===== config.mk =====
export PLATFORM = sky130hd
export DESIGN_NAME = dc6xx_usq_nxt_flat
export DESIGN_NICKNAME = d
export VERILOG_FILES = /design/src/rtl/usq_pkg.sv /design/src/rtl/dc6xx_usq_nxt_if.sv /design/src/rtl/dc6xx_usq_stk.sv /design/src/rtl/dc6xx_usq_nxt.sv /design/src/flat_wrapper.sv
export SDC_FILE = /design/constraint.sdc
export NUM_CORES = 1
export LEC_CHECK = 0
export CORE_MARGIN = 3
export CORE_UTILIZATION = 35
export DETAILED_ROUTE_END_ITERATION = 10
export GPL_ROUTABILITY_DRIVEN = 0
export PLACE_DENSITY = 0.54
export SYNTH_ARGS = -nofsm -noshare
export SYNTH_HDL_FRONTEND = slang
export SYNTH_HIERARCHICAL = 1
export SYNTH_SLANG_ARGS = --single-unit

===== constraint.sdc =====
create_clock -name b_clk_l -period 7.7 [get_ports b_clk_l]
set_input_delay 2.31 -clock b_clk_l [delete_from_list [all_inputs] [get_ports b_clk_l]]
set_output_delay 2.31 -clock b_clk_l [all_outputs]
set_load 0.01 [all_outputs]

===== src/rtl/usq_pkg.sv =====
// Shared definitions for the dc6xx microsequencer next-address stage.
// Branch opcodes and default address parameters.
package usq_pkg;

  localparam int USQ_UADDR_W = 14;
  localparam int USQ_STK_DEPTH = 8;

  localparam logic [13:0] USQ_RESET_VEC = 14'h0000;
  localparam logic [13:0] USQ_TRAP_VEC = 14'h0040;

  localparam logic [2:0] BOP_JMP = 3'd0;
  localparam logic [2:0] BOP_CCBR = 3'd1;
  localparam logic [2:0] BOP_CALL = 3'd2;
  localparam logic [2:0] BOP_RET = 3'd3;
  localparam logic [2:0] BOP_CALLB = 3'd4;
  localparam logic [2:0] BOP_SEQ = 3'd5;

endpackage


===== src/rtl/dc6xx_usq_nxt_if.sv =====
// Microword / condition-code bundle into the next-address stage.
// USQ_STACK_CHECK_EN adds the sticky stack error flag stk_err_h.
interface dc6xx_usq_nxt_if #(
  parameter int UADDR_W = 14,
  parameter int STK_DEPTH = 8
);

  localparam int DW = $clog2(STK_DEPTH) + 1;

  logic d_clk_en_h;
  logic [UADDR_W-1:0] ucode_nxt_h;
  logic [2:0] ucode_bop_h;
  logic [1:0] ccbr_h;
  logic arith_trap_l;
  logic [UADDR_W-1:0] upc_h;
  logic trap_taken_h;
  logic trap_busy_h;
  logic [DW-1:0] stk_depth_h;
`ifdef USQ_STACK_CHECK_EN
  logic stk_err_h;
`endif

  modport master (
`ifdef USQ_STACK_CHECK_EN
    input stk_err_h,
`endif
    output d_clk_en_h,
    output ucode_nxt_h,
    output ucode_bop_h,
    output ccbr_h,
    output arith_trap_l,
    input upc_h,
    input trap_taken_h,
    input trap_busy_h,
    input stk_depth_h
  );

  modport slave (
`ifdef USQ_STACK_CHECK_EN
    output stk_err_h,
`endif
    input d_clk_en_h,
    input ucode_nxt_h,
    input ucode_bop_h,
    input ccbr_h,
    input arith_trap_l,
    output upc_h,
    output trap_taken_h,
    output trap_busy_h,
    output stk_depth_h
  );

endinterface


===== src/rtl/dc6xx_usq_stk.sv =====
// Circular micro-subroutine LIFO; a push when full overwrites the oldest.
// USQ_STACK_CHECK_EN adds a sticky overflow/underflow flag.
module dc6xx_usq_stk #(
  parameter int W = 14,
  parameter int DEPTH = 8
) (
  input logic clk,
  input logic rst_n,
  input logic push,
  input logic pop,
  input logic [W-1:0] wdata,
  output logic [W-1:0] rdata,
  output logic empty,
  output logic full,
`ifdef USQ_STACK_CHECK_EN
  output logic err,
`endif
  output logic [$clog2(DEPTH):0] depth
);

  localparam int PW = $clog2(DEPTH);
  localparam int DW = PW + 1;

  logic [W-1:0] mem [DEPTH];
  logic [PW-1:0] sp;
  logic [DW-1:0] cnt;

  assign rdata = mem[sp - PW'(1)];
  assign empty = (cnt == '0);
  assign full = (cnt == DW'(DEPTH));
  assign depth = cnt;

  // RAM is not reset; writes are blocked while reset is held
  always_ff @(posedge clk) begin
    if (push && rst_n) mem[sp] <= wdata;
  end

  always_ff @(posedge clk or negedge rst_n) begin
    if (!rst_n) begin
      sp <= '0;
      cnt <= '0;
    end else if (push) begin
      sp <= sp + PW'(1);
      if (!full) cnt <= cnt + DW'(1);
    end else if (pop && !empty) begin
      sp <= sp - PW'(1);
      cnt <= cnt - DW'(1);
    end
  end

`ifdef USQ_STACK_CHECK_EN
  always_ff @(posedge clk or negedge rst_n) begin
    if (!rst_n) err <= 1'b0;
    else if ((push && full) || (pop && empty)) err <= 1'b1;
  end
`endif

endmodule


===== src/rtl/dc6xx_usq_nxt.sv =====
// Microsequencer next-address stage: upc mux, trap control, call stack.
// USQ_STACK_CHECK_EN enables stk_err_h on the interface.
module dc6xx_usq_nxt
  import usq_pkg::*;
#(
  parameter int UADDR_W = USQ_UADDR_W,
  parameter int STK_DEPTH = USQ_STK_DEPTH,
  parameter logic [UADDR_W-1:0] RESET_VEC = UADDR_W'(USQ_RESET_VEC),
  parameter logic [UADDR_W-1:0] TRAP_VEC = UADDR_W'(USQ_TRAP_VEC)
) (
  input logic b_clk_l,
  input logic reset_l,
  dc6xx_usq_nxt_if.slave bus
);

  logic [UADDR_W-1:0] upc, upc_inc, upc_d;
  logic [UADDR_W-1:0] nxt, mrg, op_addr;
  logic [UADDR_W-1:0] push_data, stk_rdata;
  logic [2:0] bop;
  logic busy, busy_d;
  logic en, is_call, is_ret, accept;
  logic push, pop, stk_empty, stk_full;

  assign en = bus.d_clk_en_h;
  assign bop = bus.ucode_bop_h;
  assign nxt = bus.ucode_nxt_h;
  assign mrg = {nxt[UADDR_W-1:2], bus.ccbr_h};
  assign upc_inc = upc + UADDR_W'(1);

  always_comb begin
    is_call = (bop == BOP_CALL) || (bop == BOP_CALLB);
    is_ret = (bop == BOP_RET);
    op_addr = upc_inc;
    unique case (1'b1)
      (bop == BOP_JMP),
      (bop == BOP_CALL): op_addr = nxt;
      (bop == BOP_CCBR),
      (bop == BOP_CALLB): op_addr = mrg;
      (bop == BOP_RET): op_addr = stk_empty ? nxt : stk_rdata;
      default: op_addr = upc_inc;
    endcase
  end

  // trap request is a level; refused on call/ret, re-evaluated next cycle
  always_comb begin
    accept = en && !bus.arith_trap_l && !busy && !is_call && !is_ret;
    push = en && (is_call || accept);
    pop = en && is_ret;
    push_data = accept ? op_addr : upc_inc;
    upc_d = accept ? TRAP_VEC : op_addr;
    busy_d = accept || (busy && !is_ret);
  end

  always_ff @(posedge b_clk_l or negedge reset_l) begin
    if (!reset_l) begin
      upc <= RESET_VEC;
      busy <= 1'b0;
    end else if (en) begin
      upc <= upc_d;
      busy <= busy_d;
    end
  end

  dc6xx_usq_stk #(
    .W(UADDR_W),
    .DEPTH(STK_DEPTH)
  ) u_stk (
    .clk(b_clk_l),
    .rst_n(reset_l),
    .push(push),
    .pop(pop),
    .wdata(push_data),
    .rdata(stk_rdata),
    .empty(stk_empty),
    .full(stk_full),
`ifdef USQ_STACK_CHECK_EN
    .err(bus.stk_err_h),
`endif
    .depth(bus.stk_depth_h)
  );

  assign bus.upc_h = upc;
  assign bus.trap_busy_h = busy;
  assign bus.trap_taken_h = accept && reset_l;

endmodule


===== src/flat_wrapper.sv =====
// flat-port wrapper written by rule: the top's interface ports become plain ports
module dc6xx_usq_nxt_flat import usq_pkg::*;
#(
  parameter int UADDR_W = USQ_UADDR_W,
  parameter int STK_DEPTH = USQ_STK_DEPTH,
  parameter logic [UADDR_W-1:0] RESET_VEC = UADDR_W'(USQ_RESET_VEC),
  parameter logic [UADDR_W-1:0] TRAP_VEC = UADDR_W'(USQ_TRAP_VEC)
)
  (b_clk_l, reset_l, bus_d_clk_en_h, bus_ucode_nxt_h, bus_ucode_bop_h, bus_ccbr_h, bus_arith_trap_l, bus_upc_h, bus_trap_taken_h, bus_trap_busy_h, bus_stk_depth_h);
  dc6xx_usq_nxt_if #(.UADDR_W(UADDR_W), .STK_DEPTH(STK_DEPTH)) bus_i ();
  input logic b_clk_l;
  input logic reset_l;
  input wire logic [$bits(bus_i.d_clk_en_h)-1:0] bus_d_clk_en_h;
  input wire logic [$bits(bus_i.ucode_nxt_h)-1:0] bus_ucode_nxt_h;
  input wire logic [$bits(bus_i.ucode_bop_h)-1:0] bus_ucode_bop_h;
  input wire logic [$bits(bus_i.ccbr_h)-1:0] bus_ccbr_h;
  input wire logic [$bits(bus_i.arith_trap_l)-1:0] bus_arith_trap_l;
  output wire logic [$bits(bus_i.upc_h)-1:0] bus_upc_h;
  output wire logic [$bits(bus_i.trap_taken_h)-1:0] bus_trap_taken_h;
  output wire logic [$bits(bus_i.trap_busy_h)-1:0] bus_trap_busy_h;
  output wire logic [$bits(bus_i.stk_depth_h)-1:0] bus_stk_depth_h;
  assign bus_i.d_clk_en_h = bus_d_clk_en_h;
  assign bus_i.ucode_nxt_h = bus_ucode_nxt_h;
  assign bus_i.ucode_bop_h = bus_ucode_bop_h;
  assign bus_i.ccbr_h = bus_ccbr_h;
  assign bus_i.arith_trap_l = bus_arith_trap_l;
  assign bus_upc_h = bus_i.upc_h;
  assign bus_trap_taken_h = bus_i.trap_taken_h;
  assign bus_trap_busy_h = bus_i.trap_busy_h;
  assign bus_stk_depth_h = bus_i.stk_depth_h;
  dc6xx_usq_nxt #(.UADDR_W(UADDR_W), .STK_DEPTH(STK_DEPTH), .RESET_VEC(RESET_VEC), .TRAP_VEC(TRAP_VEC)) u_core (.b_clk_l(b_clk_l), .reset_l(reset_l), .bus(bus_i));
endmodule

After elaboration in Yosys (flattened, before gate mapping). Memory sizes are Yosys's and may differ from the RTL's. Index checks and enable logic that the tools add are counted.

Reductions and logical operators: 24. Add/subtract/negate cells: 5. Eq/ne operators: 6. Multiplexer cells: 11.

Operators with widths (count): 14-bit 2-to-1 mux (3); 14-bit case mux with 3 select lines (1); 14-bit by 1-bit adder with 14-bit output, second input constant (1); 4-bit 2-to-1 mux (3); 1-bit logical AND (10); 3-bit by 2-bit == test with 1-bit output, second input constant (2); 3-bit 2-to-1 mux (2); 1-bit logical NOT (5); 4-bit by 1-bit adder with 4-bit output, second input constant (1); 4-bit == test, second input constant (1); 4-bit logical NOT (1); 2-bit OR reduction (2); 4-bit by 1-bit subtractor with 4-bit output, second input constant (1); 3-bit by 1-bit adder with 3-bit output, second input constant (1); 3-bit by 1-bit == test with 1-bit output, second input constant (1); 3-bit == test, second input constant (1); 3-bit logical NOT (1); 1-bit logical OR (3); 3-bit by 1-bit subtractor with 3-bit output, second input constant (1); 1-bit 2-to-1 mux (2); 2-bit != test, second input constant (1); 2-bit AND reduction (1); 2-bit nonzero test (1).

Output and inout port bits: 20. Word-level logic and storage cells: 51. Register bits: 22. RAM bits: 112. Memories: 1.

Memories: u_core.u_stk.mem (depth 8, bits a word 14, read ports 1, clocked after Yosys merged registers in 0, wr ports 1, RTL line dc6xx_usq_stk.sv:24) `logic [W-1:0] mem [DEPTH];`.

Depth between registers and ports, before layout. Gate-level depths: netlist of run 1.

Depth after elaboration: 10. Depth in mapped cells: 11. Gate-level depth less buffers: 8.

Modules after synthesis. Netlist of run 1, hierarchy kept.

Modules (own cells, without submodules): dc6xx_usq_stk (area each 4737.0 µm², seq. area each 3538.4 µm², times used 1, cells an instance 217); dc6xx_usq_nxt (area each 1478.9 µm², seq. area each 375.4 µm², times used 1, cells an instance 172).

Worst setup path before layout of run 1. No wires, ideal clock.

Kind: input -> output. Start: in bus_ucode_bop_h[2]. End: out bus_trap_taken_h. Arrival time: 3234 ps. Stages on the path: 6. Path slack: 2156 ps. Required time: 5390 ps. Cell sequence: buf_6 > o21a_2 > o21a_1 > buf_2 > buf_2 > and2_1.

Longest elaborated chain between the ends: 6.

RTL lines: start, declared (RTL line flat_wrapper.sv:15) `input wire logic [$bits(bus_i.ucode_bop_h)-1:0] bus_ucode_bop_h;`; 3-bit by 2-bit == test with 1-bit output / 3-bit == test (equally long branches) (RTL line dc6xx_usq_nxt.sv:31) `is_call = (bop == BOP_CALL) || (bop == BOP_CALLB);`; 1-bit logical OR (RTL line dc6xx_usq_nxt.sv:31); 1-bit logical NOT (RTL line dc6xx_usq_nxt.sv:46) `accept = en && !bus.arith_trap_l && !busy && !is_call && !is_ret;`; 1-bit logical AND (RTL line dc6xx_usq_nxt.sv:46); 1-bit logical AND * (RTL line dc6xx_usq_nxt.sv:46); 1-bit logical AND * (RTL line dc6xx_usq_nxt.sv:84) `assign bus.trap_taken_h = accept && reset_l;`; end, declared (RTL line flat_wrapper.sv:19) `output wire logic [$bits(bus_i.trap_taken_h)-1:0] bus_trap_taken_h;`.

Every way passes the cells marked *; elsewhere a longest branch is shown, timed or not.

Worst setup path in the final report of run 1.
Start: in bus_ucode_bop_h[1]. End: out bus_trap_taken_h.

The elaborated chain is that of the path after synthesis.

==> run metrics, run 1 <==
Comb power frac 34.0%; switching part of the total 31.5%; Placed Cells 651; normalized max-slew margin 22.3%; global route overflow 0; YS warnings 6; core area 0.0174 sq mm; internal power 1.83 mW; pre-CTS WS 0.987 ns; Die W 139 microns; DR DRC count 0; synthesized flop and latch total 134; largest net degree at the start of global routing 32; Clk network pwr share 28.9%; drt via density 5.43; IO Pins 43; die height 139 microns; CTS resizes 0; initial antenna violation count 0; Max Cap Viol 0; critical path data required time 5.39 ns; # hold bufs at CTS 0; Setup violations, final 0; Max Slew Vio Count 0; vias in the first global route 3894; Cells after Synth 389; Post-Synthesis Net Count 418; cell class contributing the biggest share of worst-path delay buffers and inverters; Max stage delay on crit path 0.81 ns; H-tree Lvls 4; post-detail-place hpwl 9780 microns; unrepaired setup endpoints after global routing no; DRT iter0 DRCs 239; CP dominant cell by count clkdlybuf4s50_1; CP cell instances clkdlybuf4s50_1 -> o21a_2 -> o21a_1 -> and2_1 -> clkdlybuf4s50_1; CP startpoint kind primary input; drt pass-1 iters 4; Final Hold Viols 0; ys flop type edfxtp_1; Worst-path clk slew 0.05 ns; top cells by area, synth edfxtp_1, mux4_2, dfrtp_1; count leader, synth edfxtp_1; Critical Path AT 4.42 ns; Skew-Pair Late Insertion Delay 0.42 ns; num rows 48; part of the cycle the worst path needs 87.4%; CTS tree done; Async SR Flop Fraction 16.4%; Leakage Power 2.53 nW; VDD IR max 0.166 mV; Reg power frac 37.1%; Final Cell Area 0.00749 sq mm; share of cells above drive strength 1 22.9%; Max Freq 149 MHz; Initial Util 35.8%; setup TNS 0 ns; Crit-path slowest cell clkdlybuf4s50_1; via count 3707; status finished clean; WL final 15300 microns; Post-synth EDFFs 112; fin nets 474; clk buf depth 2; area share of the largest cell type after synthesis 54.1%; post-synthesis area per instance 16.0 sq um; pwr dens 357 mW/mm^2; Post-CTS Setup Inserts 0; Worst Path Buf+Inv 2; Worst-Margin Slew 1.15 ns; full die area 0.0194 sq mm; Synth Cell Area 0.00622 sq mm; DR WL/cell 22.4 microns; most frequent cells after synthesis edfxtp_1, mux4_2, dfrtp_1, nand2_1, nor2_1; setup ws final 0.969 ns; Final ANT Viol Nets 0; Hold Path Class reg2reg; area leader, netlist edfxtp_1; Non-Filler Instances 683; diode count 0; post-synth cell types 65; Sink Count 134; total design power 2.67 mW; first-pass GRT wire length 23700 microns; total track usage 16.4%; Setup crit end kind primary output; Post-DP Area 0.00693 sq mm; area growth from synthesis to layout 20.6%; Final Critical Period 6.73 ns; Net Sw Power 0.842 mW; Critical Path Fanout Max 14; # fillers 1555; input/output buffers 42; sequential share of the synthesized area 63.0%; critical path class in2out; TritonCTS Buffers 17; CTS root buffer clkbuf_16; clock skew 0.00482 ns
per-layer routing:
layer	global-route usage, %	part of all wire (%)	up-vias
met2	25.9	48	99
met4	5.92	0.69	0
li1	-	-	1692
met1	22.4	44	1906
met3	3.44	6.8	10
met5	0	0	-
stage by stage:
stage / hold slack, ns / util [%]
2_1_floorplan: 0.519 / -
3_3_place_gp: 0.563 / 39.9
3_5_place_dp: 0.585 / 39.9
4_1_cts: 0.595 / 43.2
5_1_grt: 0.623 / 43.2
6_report: 0.601 / 43.2
flip-flops by register name, summed over array words and instances, names as in the netlist:
| name | flops |
|---|---|
| u_core/u_stk/mem | 112 |
| u_core/u_stk/sp | 3 |
| u_core/u_stk/depth | 4 |
| u_core/bus.trap_busy_h | 1 |
| u_core/bus.upc_h | 14 |
final cells by class:
type	instances	area (sq um)	share of cell area, %
clock buffers	17	425	5.68
clock inverters	15	138	1.84
inverters	9	33.8	0.451
multi-input cells	226	2170	28.9
flip-flops and latches	134	3920	52.2
well taps	225	282	3.76
repair buffers	57	533	7.11
placed cells by master (no fill, tap or decap), types with 5 or more instances in the layout:
cell type,instances
inv_1,9
mux4_2,29
buf_4,15
and3_1,5
o22ai_1,9
o2bb2ai_1,7
nor2_1,15
a32oi_1,6
clkbuf_16,17
xor2_1,13
mux2_2,14
a21oi_1,10
clkdlybuf4s50_1,42
edfxtp_1,112
nand2_1,19
xnor2_1,5
o31ai_1,5
dfrtp_1,21
a22oi_1,6
nand3_1,8
kinds of logic after synthesis:
family	after synthesis	share of synthesized area (%)
xor gates and xnor gates	18	2.54
and+or+nand+nor	77	7.13
adders and majority gates	6	1.33
muxes	48	13.9
DFF	134	63.0
AOI/OAI and AO/OA	77	9.56
buffers and inverters	29	2.56
power by group through the flow:
stage / combinational, mW / sequential, mW / clock (mW)
6_report: 0.909 / 0.993 / 0.772
5_1_grt: 0.989 / 1.00 / 0.819
3_3_place_gp: 0.915 / 1.00 / 0
3_5_place_dp: 0.921 / 1.01 / 0
2_1_floorplan: 0.637 / 0.995 / 0
4_1_cts: 0.925 / 0.994 / 0.789
path summary, 6_finish.rpt:
check | startpoint | endpoint | slack [ns] | depth (start not counted)
min reg2reg | u_core/u_stk/sp[2] | u_core/u_stk/sp[2] | 0.60 | 1
min in group asynchronous | reset_l | u_core/u_stk/depth[1] | 2.33 | 2
max reg2reg | u_core/u_stk/sp[1] | u_core/u_stk/mem[6][2] | 4.47 | 9
max | bus_ucode_bop_h[1] | bus_trap_taken_h | 0.97 | 5
min | u_core/u_stk/sp[2] | u_core/u_stk/sp[2] | 0.60 | 1
max in group asynchronous | reset_l | u_core/u_stk/sp[0] | 5.10 | 2
worst reg2reg max path: stages, from the launching register on:
cell and delay, ns:
dfrtp_1 0.55, inv_1 0.12, ha_2 0.43, buf_4 0.42
mux4_2 0.29, mux2_2 0.15, inv_1 0.04, o311ai_0 0.27
o21ai_0 0.17, a21oi_1 0.51
Power figures use the tool's default switching activity.
==> run 2, diff against run 1 <==
- CORE_ASPECT_RATIO: unset -> 1.5
==> run 2 against run 1 <==
Net effect:
- worst setup slack lost 0.015 ns
- first-iteration DRC count grew 3.3%
- flip-flop and latch count is the same
- count of clock-buffer cells in the layout is the same
- global-route usage shrank 0.55 points
- fmax shrank 0.22%
- utilization grew 0.12 points
- cell count shrank 1.5%
- combinational power shrank 0.4%
- die area grew 0.17%
- register-to-register slack lost 0.28 ns
- hold slack lost 0.033 ns
- critical path type unchanged
- critical endpoint unchanged
- largest cell class unchanged
- highest routed layer unchanged
==> run metrics, run 2 (synthesized netlist as in run 1, its figures left out) <==
sequential cell area 0.00392 sq mm (unchanged); area growth from synthesis to layout 21.4% (was 20.6%); status finished clean (unchanged); fin nets 476 (was 474); pwr dens 365 mW/mm^2 (was 357 mW/mm^2); most frequent cells in the layout edfxtp_1, clkdlybuf4s50_1, mux4_2 (unchanged); Non-Filler Instances 673 (was 683); TritonCTS Buffers 17 (unchanged); via count 3733 (was 3707); Net Sw Power 0.846 mW (was 0.842 mW); Reg power frac 35.9% (was 37.1%); Final Critical Period 6.75 ns (was 6.73 ns); total track usage 15.8% (was 16.4%); initial antenna violation count 0 (unchanged); drt pass-1 iters 7 (was 4); largest net degree at the start of global routing 32 (unchanged); num rows 59 (was 48); H-tree Lvls 4 (unchanged); share of cells above drive strength 1 23.7% (was 22.9%); input/output buffers 42 (unchanged); Clk network pwr share 31.2% (was 28.9%); Setup crit end kind primary output (unchanged); Worst-path clk slew 0.06 ns (was 0.05 ns); unrepaired setup endpoints after global routing no (unchanged); Die W 115 microns (was 139 microns); max reg flops 112 (unchanged); part of the cycle the worst path needs 87.6% (was 87.4%); area of the multi-input gates 0.00215 sq mm (was 0.00217 sq mm); vias in the first global route 4000 (was 3894); VDD IR max 0.257 mV (was 0.166 mV); Initial Util 35.7% (was 35.8%); CTS resizes 0 (unchanged); commonest non-fill, non-tap cell in the layout edfxtp_1 (unchanged); normalized max-slew margin 42.3% (was 22.3%); Final Hold Viols 0 (unchanged); Placed Cells 641 (was 651); global route overflow 0 (unchanged); Post-CTS Setup Inserts 0 (unchanged); core area 0.0174 sq mm (about the same); Leakage Power 2.57 nW (was 2.53 nW); DRT iter0 DRCs 247 (was 239); Max Slew Vio Count 0 (unchanged); clock skew 0.00968 ns (was 0.00482 ns); Hold Path Class reg2reg (unchanged); setup TNS 0 ns (unchanged); # hold bufs at CTS 0 (unchanged); Sink Count 134 (unchanged); internal power 1.91 mW (was 1.83 mW); Critical Path Fanout Max 14 (unchanged); Critical Path AT 4.44 ns (was 4.42 ns); total design power 2.75 mW (was 2.67 mW); Worst-Margin Slew 0.857 ns (was 1.15 ns); DR WL/cell 21.6 microns (was 22.4 microns); worst hold slack 0.568 ns (was 0.601 ns); full die area 0.0194 sq mm (about the same); WL final 14600 microns (was 15300 microns); Comb power frac 32.9% (was 34.0%); Top reg by flops u_core/u_stk/mem (unchanged); Setup violations, final 0 (unchanged); CTS root buffer clkbuf_16 (unchanged); CP startpoint kind primary input (unchanged); clk buf depth 2 (unchanged); Skew-Pair Late Insertion Delay 0.41 ns (was 0.42 ns); Max Freq 148 MHz (was 149 MHz); # fillers 1581 (was 1555); DR DRC count 0 (unchanged); Max Cap Viol 0 (unchanged); CTS tree done (unchanged); critical path data required time 5.39 ns (about the same); Final ANT Viol Nets 0 (unchanged); critical path class in2out (unchanged); drt via density 5.55 (was 5.43); post-detail-place hpwl 9680 microns (was 9780 microns); first-pass GRT wire length 22900 microns (was 23700 microns); IO Pins 43 (unchanged); die height 169 microns (was 139 microns); switching part of the total 30.7% (was 31.5%); diode count 0 (unchanged)
==> run 2: cell type report <==
type / instances / area share [%]
Clock buffer: 17 / 5.64
Timing Repair Buffer: 59 / 7.26
Multi-Input combinational cell: 226 / 28.5
Clock inverter: 15 / 2.67
Inverter: 9 / 0.448
Sequential cell: 134 / 51.9
Tap cell: 213 / 3.53
==> run 2: path summary, 6_finish.rpt <==
kind	start	endpoint	slack, ns	cells after the start
min in group asynchronous	reset_l	u_core/bus.upc_h[0]	2.31	2
min	u_core/bus.trap_busy_h	u_core/bus.trap_busy_h	0.57	2
max reg2reg	u_core/u_stk/sp[1]	u_core/u_stk/mem[3][1]	4.19	9
max in group asynchronous	reset_l	u_core/u_stk/sp[0]	5.09	2
min reg2reg	u_core/bus.trap_busy_h	u_core/bus.trap_busy_h	0.57	2
max	bus_ucode_bop_h[1]	bus_trap_taken_h	0.95	5
==> run 2: power by group through the flow <==
stage          clock, mW  sequential (mW)  combinational, mW
4_1_cts            0.873            0.990              0.926
3_3_place_gp           0             1.00              0.905
3_5_place_dp           0             1.00              0.923
5_1_grt            0.907             1.00              0.991
2_1_floorplan          0            0.995              0.637
6_report           0.858            0.988              0.905
==> run 2: routing by layer <==
layer	share of wire, %	vias to the layer above	global-route usage (%)
met2	53	96	27.1
met4	1.4	0	4.85
met1	42	1934	20.2
met5	0	-	0
li1	-	1693	-
met3	4.2	10	3.28
==> run 2: worst max-delay path, stage by stage <==
cell and delay (ns):
clkdlybuf4s50_1 0.80, o21a_2 0.38, o21a_1 0.22, and2_1 0.18
clkdlybuf4s50_1 0.55
==> run 2: stage by stage <==
stage / worst slack [ns] / util (%) / area (sq um)
4_1_cts: 0.931 / 43.3 / 7540
2_1_floorplan: 2.16 / - / 6220
3_5_place_dp: 0.933 / 39.7 / 6920
6_report: 0.953 / 43.3 / 7540
5_1_grt: 0.835 / 43.3 / 7540
3_3_place_gp: 0.990 / 39.7 / 6920
